**src/rtl/fetch_unit_pkg.sv**
```systemverilog
// Shared types and constants for the instruction fetch stage.
// Imported by the fetch buffer and the fetch_unit top.
package fetch_unit_pkg;

    localparam logic [31:0] NOP_INSTR      = 32'h0000_0013;
    localparam logic [31:0] FETCH_RESET_PC = 32'h0000_0000;

    typedef enum logic {
        ST_RUN  = 1'b0,
        ST_HALT = 1'b1
    } fetch_state_e;

    typedef struct packed {
        logic        fault;
        logic [31:0] pc;
        logic [31:0] instr;
    } fetch_entry_t;

endpackage

```
**src/rtl/fetch_unit_fifo.sv**
```systemverilog
// In-order buffer of fetched {fault, pc, instr} entries between imem and decode.
// A flush empties it in one cycle and overrides any push or pop in that cycle.
module fetch_unit_fifo
    import fetch_unit_pkg::*;
#(
    parameter int unsigned DEPTH = 2
) (
    input  logic                       clk_i,
    input  logic                       rst_i,
    input  logic                       flush_i,
    input  logic                       push_i,
    input  fetch_entry_t               push_data_i,
    input  logic                       pop_i,
    output fetch_entry_t               head_o,
    output logic                       empty_o,
    output logic [$clog2(DEPTH+1)-1:0] count_o
);

    localparam int unsigned PTR_W = (DEPTH > 1) ? $clog2(DEPTH) : 1;
    localparam int unsigned CNT_W = $clog2(DEPTH + 1);

    fetch_entry_t     mem_q [DEPTH];
    logic [PTR_W-1:0] wr_ptr_q, wr_ptr_d;
    logic [PTR_W-1:0] rd_ptr_q, rd_ptr_d;
    logic [CNT_W-1:0] count_q, count_d;
    logic             do_pop;

    function automatic logic [PTR_W-1:0] ptr_inc(input logic [PTR_W-1:0] p);
        return (p == PTR_W'(DEPTH - 1)) ? '0 : p + PTR_W'(1);
    endfunction

    assign do_pop = pop_i && (count_q != '0);

    always_comb begin
        // NOTE: every _d gets its default first so no latch is inferred.
        wr_ptr_d = wr_ptr_q;
        rd_ptr_d = rd_ptr_q;
        count_d  = count_q;
        if (flush_i) begin
            wr_ptr_d = '0;
            rd_ptr_d = '0;
            count_d  = '0;
        end else begin
            if (push_i) wr_ptr_d = ptr_inc(wr_ptr_q);
            if (do_pop) rd_ptr_d = ptr_inc(rd_ptr_q);
            count_d = count_q + CNT_W'(push_i) - CNT_W'(do_pop);
        end
    end

    // NOTE: sequential state is updated with non-blocking assignments only.
    always_ff @(posedge clk_i or posedge rst_i) begin
        if (rst_i) begin
            wr_ptr_q <= '0;
            rd_ptr_q <= '0;
            count_q  <= '0;
        end else begin
            wr_ptr_q <= wr_ptr_d;
            rd_ptr_q <= rd_ptr_d;
            count_q  <= count_d;
        end
    end

    // NOTE: storage is not reset; a slot is only read after being written, as tracked by count_q.
    always_ff @(posedge clk_i) begin
        if (push_i && !flush_i) mem_q[wr_ptr_q] <= push_data_i;
    end

    assign head_o  = mem_q[rd_ptr_q];
    assign empty_o = (count_q == '0);
    assign count_o = count_q;

    a_no_overflow: assert property (@(posedge clk_i) disable iff (rst_i)
        (push_i && !flush_i && !pop_i) |-> (count_q != CNT_W'(DEPTH)));

endmodule

```
**src/rtl/fetch_unit.sv**
```systemverilog
// Instruction fetch stage: owns the fetch PC, issues credit-limited imem requests,
// buffers in-order responses for decode and discards wrong-path responses after a redirect.
module fetch_unit
    import fetch_unit_pkg::*;
#(
    parameter logic [31:0] RESET_PC   = FETCH_RESET_PC,
    parameter int unsigned FIFO_DEPTH = 2
) (
    input  logic        i_clk,
    input  logic        i_rst,
    output logic        o_imem_req_valid,
    output logic [31:0] o_imem_req_addr,
    input  logic        i_imem_req_ready,
    input  logic        i_imem_rsp_valid,
    input  logic [31:0] i_imem_rsp_data,
    input  logic        i_imem_rsp_err,
    input  logic        i_redirect,
    input  logic [31:0] i_redirect_pc,
    output logic        o_valid,
    output logic [31:0] o_instr,
    output logic [31:0] o_pc,
    output logic        o_fault,
    input  logic        i_ready
);

    localparam int unsigned CNT_W = $clog2(FIFO_DEPTH + 1);
    localparam int unsigned SUM_W = CNT_W + 1;

    logic [31:0]      fetch_pc_q, fetch_pc_d;
    logic [31:0]      rsp_pc_q, rsp_pc_d;
    logic [CNT_W-1:0] outstanding_q, outstanding_d;
    logic [CNT_W-1:0] drop_cnt_q, drop_cnt_d;
    fetch_state_e     state_q, state_d;

    logic [CNT_W-1:0] fifo_count;
    logic             fifo_empty;
    fetch_entry_t     fifo_head;
    fetch_entry_t     push_entry;
    logic [SUM_W-1:0] credit_used;
    logic             req_valid, req_fire;
    logic             rsp_drop, fifo_push, fifo_pop;
    logic [31:0]      redirect_target;
    logic             unused_redirect_lsbs;

    // Every issued request is guaranteed a buffer slot when its response returns.
    assign credit_used = {1'b0, outstanding_q} + {1'b0, fifo_count};
    assign req_valid   = !i_rst && (state_q == ST_RUN) && (credit_used < SUM_W'(FIFO_DEPTH));
    assign req_fire    = req_valid && i_imem_req_ready;

    assign rsp_drop  = i_imem_rsp_valid && (drop_cnt_q != '0);
    assign fifo_push = i_imem_rsp_valid && (drop_cnt_q == '0) && !i_redirect;
    assign fifo_pop  = o_valid && i_ready;

    assign push_entry = '{fault: i_imem_rsp_err,
                          pc:    rsp_pc_q,
                          instr: i_imem_rsp_err ? NOP_INSTR : i_imem_rsp_data};

    assign redirect_target      = {i_redirect_pc[31:2], 2'b00};
    assign unused_redirect_lsbs = ^i_redirect_pc[1:0];

    always_comb begin
        fetch_pc_d    = fetch_pc_q;
        rsp_pc_d      = rsp_pc_q;
        state_d       = state_q;
        outstanding_d = outstanding_q + CNT_W'(req_fire) - CNT_W'(i_imem_rsp_valid);
        drop_cnt_d    = drop_cnt_q - CNT_W'(rsp_drop);
        if (i_redirect) begin
            fetch_pc_d = redirect_target;
            rsp_pc_d   = redirect_target;
            state_d    = ST_RUN;
            // Whatever is still in flight after this edge is wrong-path.
            drop_cnt_d = outstanding_d;
        end else begin
            if (req_fire) fetch_pc_d = fetch_pc_q + 32'd4;
            if (fifo_push) begin
                rsp_pc_d = rsp_pc_q + 32'd4;
                if (i_imem_rsp_err) state_d = ST_HALT;
            end
        end
    end

    always_ff @(posedge i_clk or posedge i_rst) begin
        if (i_rst) begin
            fetch_pc_q    <= RESET_PC;
            rsp_pc_q      <= RESET_PC;
            outstanding_q <= '0;
            drop_cnt_q    <= '0;
            state_q       <= ST_RUN;
        end else begin
            fetch_pc_q    <= fetch_pc_d;
            rsp_pc_q      <= rsp_pc_d;
            outstanding_q <= outstanding_d;
            drop_cnt_q    <= drop_cnt_d;
            state_q       <= state_d;
        end
    end

    fetch_unit_fifo #(
        .DEPTH (FIFO_DEPTH)
    ) u_fifo (
        .clk_i       (i_clk),
        .rst_i       (i_rst),
        .flush_i     (i_redirect),
        .push_i      (fifo_push),
        .push_data_i (push_entry),
        .pop_i       (fifo_pop),
        .head_o      (fifo_head),
        .empty_o     (fifo_empty),
        .count_o     (fifo_count)
    );

    assign o_imem_req_valid = req_valid;
    assign o_imem_req_addr  = fetch_pc_q;
    assign o_valid          = !fifo_empty;
    assign o_instr          = fifo_head.instr;
    assign o_pc             = fifo_head.pc;
    assign o_fault          = fifo_head.fault;

    a_rsp_has_request: assert property (@(posedge i_clk) disable iff (i_rst)
        i_imem_rsp_valid |-> (outstanding_q != '0));

endmodule

```
**config.mk**
```make
export PLATFORM = sky130hd
export DESIGN_NAME = fetch_unit
export DESIGN_NICKNAME = d
export VERILOG_FILES = /design/src/rtl/fetch_unit_pkg.sv /design/src/rtl/fetch_unit_fifo.sv /design/src/rtl/fetch_unit.sv
export SDC_FILE = /design/constraint.sdc
export NUM_CORES = 1
export LEC_CHECK = 0
export CORE_ASPECT_RATIO = 1.5
export CORE_MARGIN = 5
export CORE_UTILIZATION = 55
export DETAILED_ROUTE_END_ITERATION = 10
export PLACE_DENSITY = 0.95
export SYNTH_ARGS = -nofsm -noshare
export SYNTH_HDL_FRONTEND = slang
export SYNTH_SLANG_ARGS = --single-unit
```
**constraint.sdc**
```tcl
create_clock -name i_clk -period 8.8 [get_ports i_clk]
set_clock_uncertainty 0.1 [all_clocks]
set_input_delay 1.76 -clock i_clk [delete_from_list [all_inputs] [get_ports i_clk]]
set_output_delay 1.76 -clock i_clk [all_outputs]
set_load 0.01 [all_outputs]
```
==> results.ini, run 1 <==
[worst_hold_path]
hold_depth=0
hold_class=flop to flop

[critical_path]
reg2reg_depth=6
path_class=input port to output port
cp-end-kind=output port
required_ns=6.94
setup.worst_path.start_class=input port
worstPathMaxFanout=10
critPathArrivalTime_ns=3.52

[global_routing]
grt_pass1_wl_mm=32.09
grt.met2_usage=0.3807
grt_pass1_vias=6300
busiest_layer=met2
antenna_found_initial=0
track_usage=0.2175
overflow=0
grt_max_degree=70
met1_usage=0.2633
grt_util_met3=0.03536

[clock_tree]
path_clk_slew_ns=0.06
root_buffer=clkbuf_16
cts_tree=done
clock_tree.buffer_depth=2
htree_num_levels=4
clock_sinks=195
post_cts_resized=0
postCtsHoldBufs=0
post_cts_buffers=0
worstSkewPairLatency_ns=0.43
numCtsBuffers=17

[drt]
vias=6241
ant_nets=0
viasPerCell=6.001
firstDrtPassIters=5
drc=0
wirelength_mm=20.17
drtIter0Drc=524
wl_per_cell_um=19.39

[placement]
portBuffers=163
place_congestion=0.8625
dpl.cell_count=1008
hpwl_mm=13.88

[finish]
nFillCells=1052
layoutNonFillerInstCount=1040
final_nets=903
utilization=0.7135
area_growth_pct=27.10
antenna_cells=0
drive_gt1_frac=0.1577

[yosys]
synth_cells=668
ys.flop_type=edfxtp_1
avgSynthCellArea_um2=13.25
seq_area_frac_synth=0.6226
synth_common_cells=edfxtp_1 (126), mux2_2 (81), dfrtp_1 (69), nor2b_1 (34), nor2_1 (31)
synth_edf_count=126
synth_cell_type_count=46
synthArstFlopShare=0.3538
synth-seq-cells=195
yosysMostFrequentCell=edfxtp_1
yosysTopAreaCell=edfxtp_1
synth_area_leaders=edfxtp_1 (43%), dfrtp_1 (20%), mux2_2 (10%)
synth_top_cell_area_share=0.4275
syn_area_um2=8850
ys_warn_count=0

[floorplanning]
ios=170
die_h_um=165.4
placement_rows=56
dieArea_um2=18780
core-area_um2=15770
die_x_um=113.6
initial_utilization=0.5613

[sta]
final.setup.tns_ns=0
slew_violations=0
fmax_mhz=186.0
period_share=0.6110
fin_crit_ns=5.377
rsz0062_at_grt=no
hold_viol=0
tightest_slew_ns=1.098
slew_headroom=0.2611
finalSetupViolations=0

[pwr]
p_per_area_nw_per_um2=240.5
max-vdd-ir-drop_mv=0.1244
p_leak_nw=3.953

[run_status]
status=finished, final reports clean

[job]
cap_violations=0

==> critical path: stages <==
cell             delay [ns]
clkdlybuf4s50_1        0.44
or4_4                  0.63
inv_1                  0.14
clkdlybuf4s50_1        0.55
==> metal layers <==
| layer | up-vias | share of wire | routed length (um) |
|---|---|---|---|
| met5 | - | 0 | 0 |
| met4 | 0 | 0.029 | 595 |
| met3 | 45 | 0.053 | 1071 |
| met2 | 255 | 0.53 | 10700 |
| met1 | 3077 | 0.39 | 7806 |
| li1 | 2864 | - | - |
==> state kept, by name (all words and copies together) (netlist names) <==
register	flops
drop_cnt_q	2
o_imem_req_addr	30
outstanding_q	2
rsp_pc_q	30
state_q	1
u_fifo.count_o	2
u_fifo.mem_q	126
u_fifo.rd_ptr_q	1
u_fifo.wr_ptr_q	1
==> final cells by class <==
cell class / count / area [um^2] / share of cell area
Clock buffer: 18 / 429.2 / 0.03815
Tap cell: 203 / 254.0 / 0.02258
Clock inverter: 14 / 176.4 / 0.01568
Sequential cell: 195 / 5512 / 0.4900
Inverter: 12 / 45.04 / 0.004004
Multi-Input combinational cell: 427 / 3141 / 0.2792
Timing Repair Buffer: 171 / 1692 / 0.1504
==> kinds of logic (layout without fill, tap and decap cells) <==
logic type,Yosys count,count (layout),synth area share
and+or+nand+nor,225,225,0.1485
DFF,195,195,0.6227
AOI/OAI and AO/OA,83,83,0.06277
muxes,83,83,0.1053
buffers and inverters,49,215,0.02446
xor gates and xnor gates,24,24,0.02375
adders and majority gates,8,8,0.01216
other,1,4,0.0004237
==> power breakdown <==
| group | switching [mW] | internal (mW) |
|---|---|---|
| Sequential | 0.102 | 1.09 |
| Combinational | 0.326 | 0.405 |
| Clock | 0.336 | 0.451 |
==> path summary, 6_finish.rpt <==
kind / start / end / slack (ns)
setup / recovery: i_rst / o_imem_req_valid / 3.42
hold / removal: rsp_pc_q[15]$_DFFE_PP0P_ / u_fifo.mem_q[1][47]$_DFFE_PP_ / 0.43
setup reg to reg: u_fifo.count_o[0]$_DFF_PP0_ / o_imem_req_addr[26]$_DFFE_PP0P_ / 5.58
hold reg to reg: rsp_pc_q[15]$_DFFE_PP0P_ / u_fifo.mem_q[1][47]$_DFFE_PP_ / 0.43
max in group asynchronous: i_rst / u_fifo.rd_ptr_q$_DFFE_PP0P_ / 6.15
min in group asynchronous: i_rst / u_fifo.count_o[0]$_DFF_PP0_ / 1.84
==> stage by stage <==
stage          total power [mW]  instance area [um^2]  hold WS (ns)  setup WS [ns]
2_1_floorplan             1.590                  8861        0.3402          1.448
3_3_place_gp              1.904                 10640        0.3929          3.451
3_5_place_dp              1.933                 10640        0.4169          3.421
5_1_grt                   2.823                 11250        0.4439          3.360
4_1_cts                   2.725                 11250        0.4286          3.415
6_report                  2.706                 11250        0.4258          3.423
==> placed cells by master (no fill, tap or decap), drive strengths merged, types with 18 or more instances in the layout <==
master         Yosys  routed
a31oi             29      29
clkbuf            24      18
clkdlybuf4s50      0     163
dfrtp             69      69
edfxtp           126     126
mux2              81      81
nand2             27      27
nand4             19      19
nor2              31      31
nor2b             34      34
o31ai             19      19
or4               21      21
(Power assumes the default switching activity.)
==> run 2, diff against run 1 <==
--- a/config.mk
+++ b/config.mk
@@ -7,9 +7,9 @@
 export LEC_CHECK = 0
 export CORE_ASPECT_RATIO = 1.5
 export CORE_MARGIN = 5
-export CORE_UTILIZATION = 55
+export CORE_UTILIZATION = 47
 export DETAILED_ROUTE_END_ITERATION = 10
-export PLACE_DENSITY = 0.95
+export PLACE_DENSITY = 0.87
 export SYNTH_ARGS = -nofsm -noshare
 export SYNTH_HDL_FRONTEND = slang
 export SYNTH_SLANG_ARGS = --single-unit
==> constraint.sdc (replaced) <==
create_clock -name i_clk -period 4.85 [get_ports i_clk]
set_clock_uncertainty 0.1 [all_clocks]
set_input_delay 0.97 -clock i_clk [delete_from_list [all_inputs] [get_ports i_clk]]
set_output_delay 0.97 -clock i_clk [all_outputs]
set_load 0.01 [all_outputs]
==> results.ini, run 2 (synthesis gave the netlist of run 1 again) <==
[finish]
layout_common_cells=clkdlybuf4s50_1 (163), edfxtp_1 (126), mux2_2 (81)
utilization=0.6107  ; -0.1028
top_register=u_fifo.mem_q
design_area_um2=11330  ; +0.69%
layout_commonest_cell=clkdlybuf4s50_1
largest_reg_flops=126  ; unchanged
area_growth_pct=27.98
antenna_cells=0  ; unchanged
final_nets=905  ; +0.22%
layoutNonFillerInstCount=1091  ; +4.9%
drive_gt1_frac=0.1561  ; -0.001568

[placement]
hpwl_mm=14.47  ; +4.2%
pre_cts_ws_ns=1.024  ; -2.397 ns
portBuffers=163  ; unchanged
dpl_cell_area_um2=10740  ; +0.89%
place_congestion=0.8831  ; +2.4%
dpl.cell_count=1059  ; +5.1%

[sta]
final.setup.tns_ns=0  ; unchanged
setup_ws_ns=1.026  ; -2.397 ns
tightest_slew_ns=1.097  ; -0.001456 ns
finalSetupViolations=0  ; unchanged
fmax_mhz=261.5
fin_crit_ns=3.824
hold_viol=0  ; unchanged
slew_violations=0  ; unchanged
rsz0062_at_grt=no
period_share=0.7885
slew_headroom=0.2621  ; +0.0009790

[clock_tree]
path_clk_slew_ns=0.06  ; about the same
clock_sinks=195  ; unchanged
postCtsHoldBufs=0  ; unchanged
post_cts_buffers=0  ; unchanged
worstSkewPairLatency_ns=0.43  ; about the same
htree_num_levels=4  ; unchanged
root_buffer=clkbuf_16
cts_tree=done
clock_tree.buffer_depth=2  ; unchanged
numCtsBuffers=17  ; unchanged
post_cts_resized=0  ; unchanged

[worst_hold_path]
hold_class=flop to flop
hold_start=state_q$_DFFE_PP0P_
hold_depth=2  ; +2

[drt]
drc=0  ; unchanged
drtIter0Drc=627  ; +20%
firstDrtPassIters=5  ; unchanged
viasPerCell=5.647  ; -5.9%
wl_per_cell_um=19.18  ; -1.1%
vias=6161  ; -1.3%
wirelength_mm=20.92  ; +3.7%
ant_nets=0  ; unchanged

[pwr]
power_frac_clock=0.286  ; -0.005
p_leak_nw=3.967  ; +0.36%
combPwrFrac=0.280  ; +0.010
seqPwrFrac=0.434  ; -0.005
p_int_mw=3.520  ; +81%
max-vdd-ir-drop_mv=0.2519  ; +100%
p_sw_frac=0.2799  ; -0.002428
p_switching_mw=1.368  ; +79%
p_per_area_nw_per_um2=431.7  ; +79%

[critical_path]
cp-end-kind=output port
cpMostUsedCell=clkdlybuf4s50_1
setup.worst_path.start_class=input port
critPathArrivalTime_ns=2.75  ; -0.77 ns
required_ns=3.78  ; -3.16 ns
reg2reg_depth=6  ; unchanged
worstPathMaxFanout=10  ; unchanged
slowest_stage=or4_4
crit_chain=clkdlybuf4s50_1 > or4_4 > inv_1 > clkdlybuf4s50_1
cpPeakStageDelay_ns=0.63  ; about the same
startpoint=i_rst
r2r_start=outstanding_q[0]$_DFF_PP0_
path_class=input port to output port

[global_routing]
overflow=0  ; unchanged
track_usage=0.1957  ; -0.02181
antenna_found_initial=0  ; unchanged
grt_pass1_vias=6174  ; -2.0%
grt_pass1_wl_mm=32.86  ; +2.4%
grt_max_degree=50  ; -29%

[floorplanning]
dieArea_um2=21730  ; +16%
placement_rows=61  ; +8.9%
ios=170  ; unchanged
die_x_um=122.0  ; +7.5%
die_h_um=178.1  ; +7.7%
initial_utilization=0.4772  ; -0.08419
core-area_um2=18550  ; +18%

[job]
cap_violations=0  ; unchanged

[run_status]
status=finished, final reports clean

-- run 2: changes by cell type in the layout (fill, tap and decap cells not counted) --
cell,previous run,this run
nor3_2,1,0
inv_8,1,0
nor3_4,0,1
clkinv_1,1,4
buf_12,0,1
buf_4,8,9
clkinvlp_4,3,0
clkinv_2,1,2
-- run 2: stage by stage --
| step | power [mW] | hold slack [ns] |
|---|---|---|
| after floorplan | 2.882 | 0.3402 |
| after global placement | 3.480 | 0.4051 |
| after detailed placement | 3.522 | 0.4122 |
| after CTS | 4.927 | 0.4320 |
| after global routing | 5.116 | 0.4535 |
| final | 4.889 | 0.4286 |
-- run 2: worst paths after layout --
| path | end | slack, ns |
|---|---|---|
| worst max-delay path | o_imem_req_valid | 1.03 |
| worst min-delay path | state_q$_DFFE_PP0P_ | 0.43 |
| worst max register to register | o_imem_req_addr[24]$_DFFE_PP0P_ | 1.65 |
| worst min register to register | state_q$_DFFE_PP0P_ | 0.43 |
| max in group asynchronous | rsp_pc_q[20]$_DFFE_PP0P_ | 2.79 |
| min in group asynchronous | rsp_pc_q[6]$_DFFE_PP0P_ | 1.09 |
-- run 2: power groups by stage --
| stage | registers, mW | logic [mW] | clock network, mW |
|---|---|---|---|
| after floorplan | 2.12 | 0.763 | 0 |
| after detailed placement | 2.15 | 1.37 | 0 |
| final | 2.12 | 1.37 | 1.40 |
| after global routing | 2.14 | 1.47 | 1.50 |
| after CTS | 2.12 | 1.39 | 1.42 |
| after global placement | 2.14 | 1.34 | 0 |
-- run 2: cell type report --
cell class                 count  area (um^2)
fill                        1419         7221
sequential                   195         5512
multi-input combinational    427         3147
timing repair buffer         173         1719
clock buffer                  18        429.2
tap                          252        315.3
clock inverter                14        158.9
inverter                      12        45.04
-- run 2: metal layers --
layer | vias to the layer above | global-route usage | share of wire
met1 | 3038 | 0.2308 | 0.38
met5 | - | 0 | 0
met2 | 215 | 0.3457 | 0.54
li1 | 2860 | - | -
met4 | 0 | 0.07850 | 0.029
met3 | 48 | 0.04188 | 0.053
-- run 2: worst max-delay path: cells and delay by family --
kind,cells,cell delay [ns]
buf+inv,3,1.15
simple gates,1,0.63
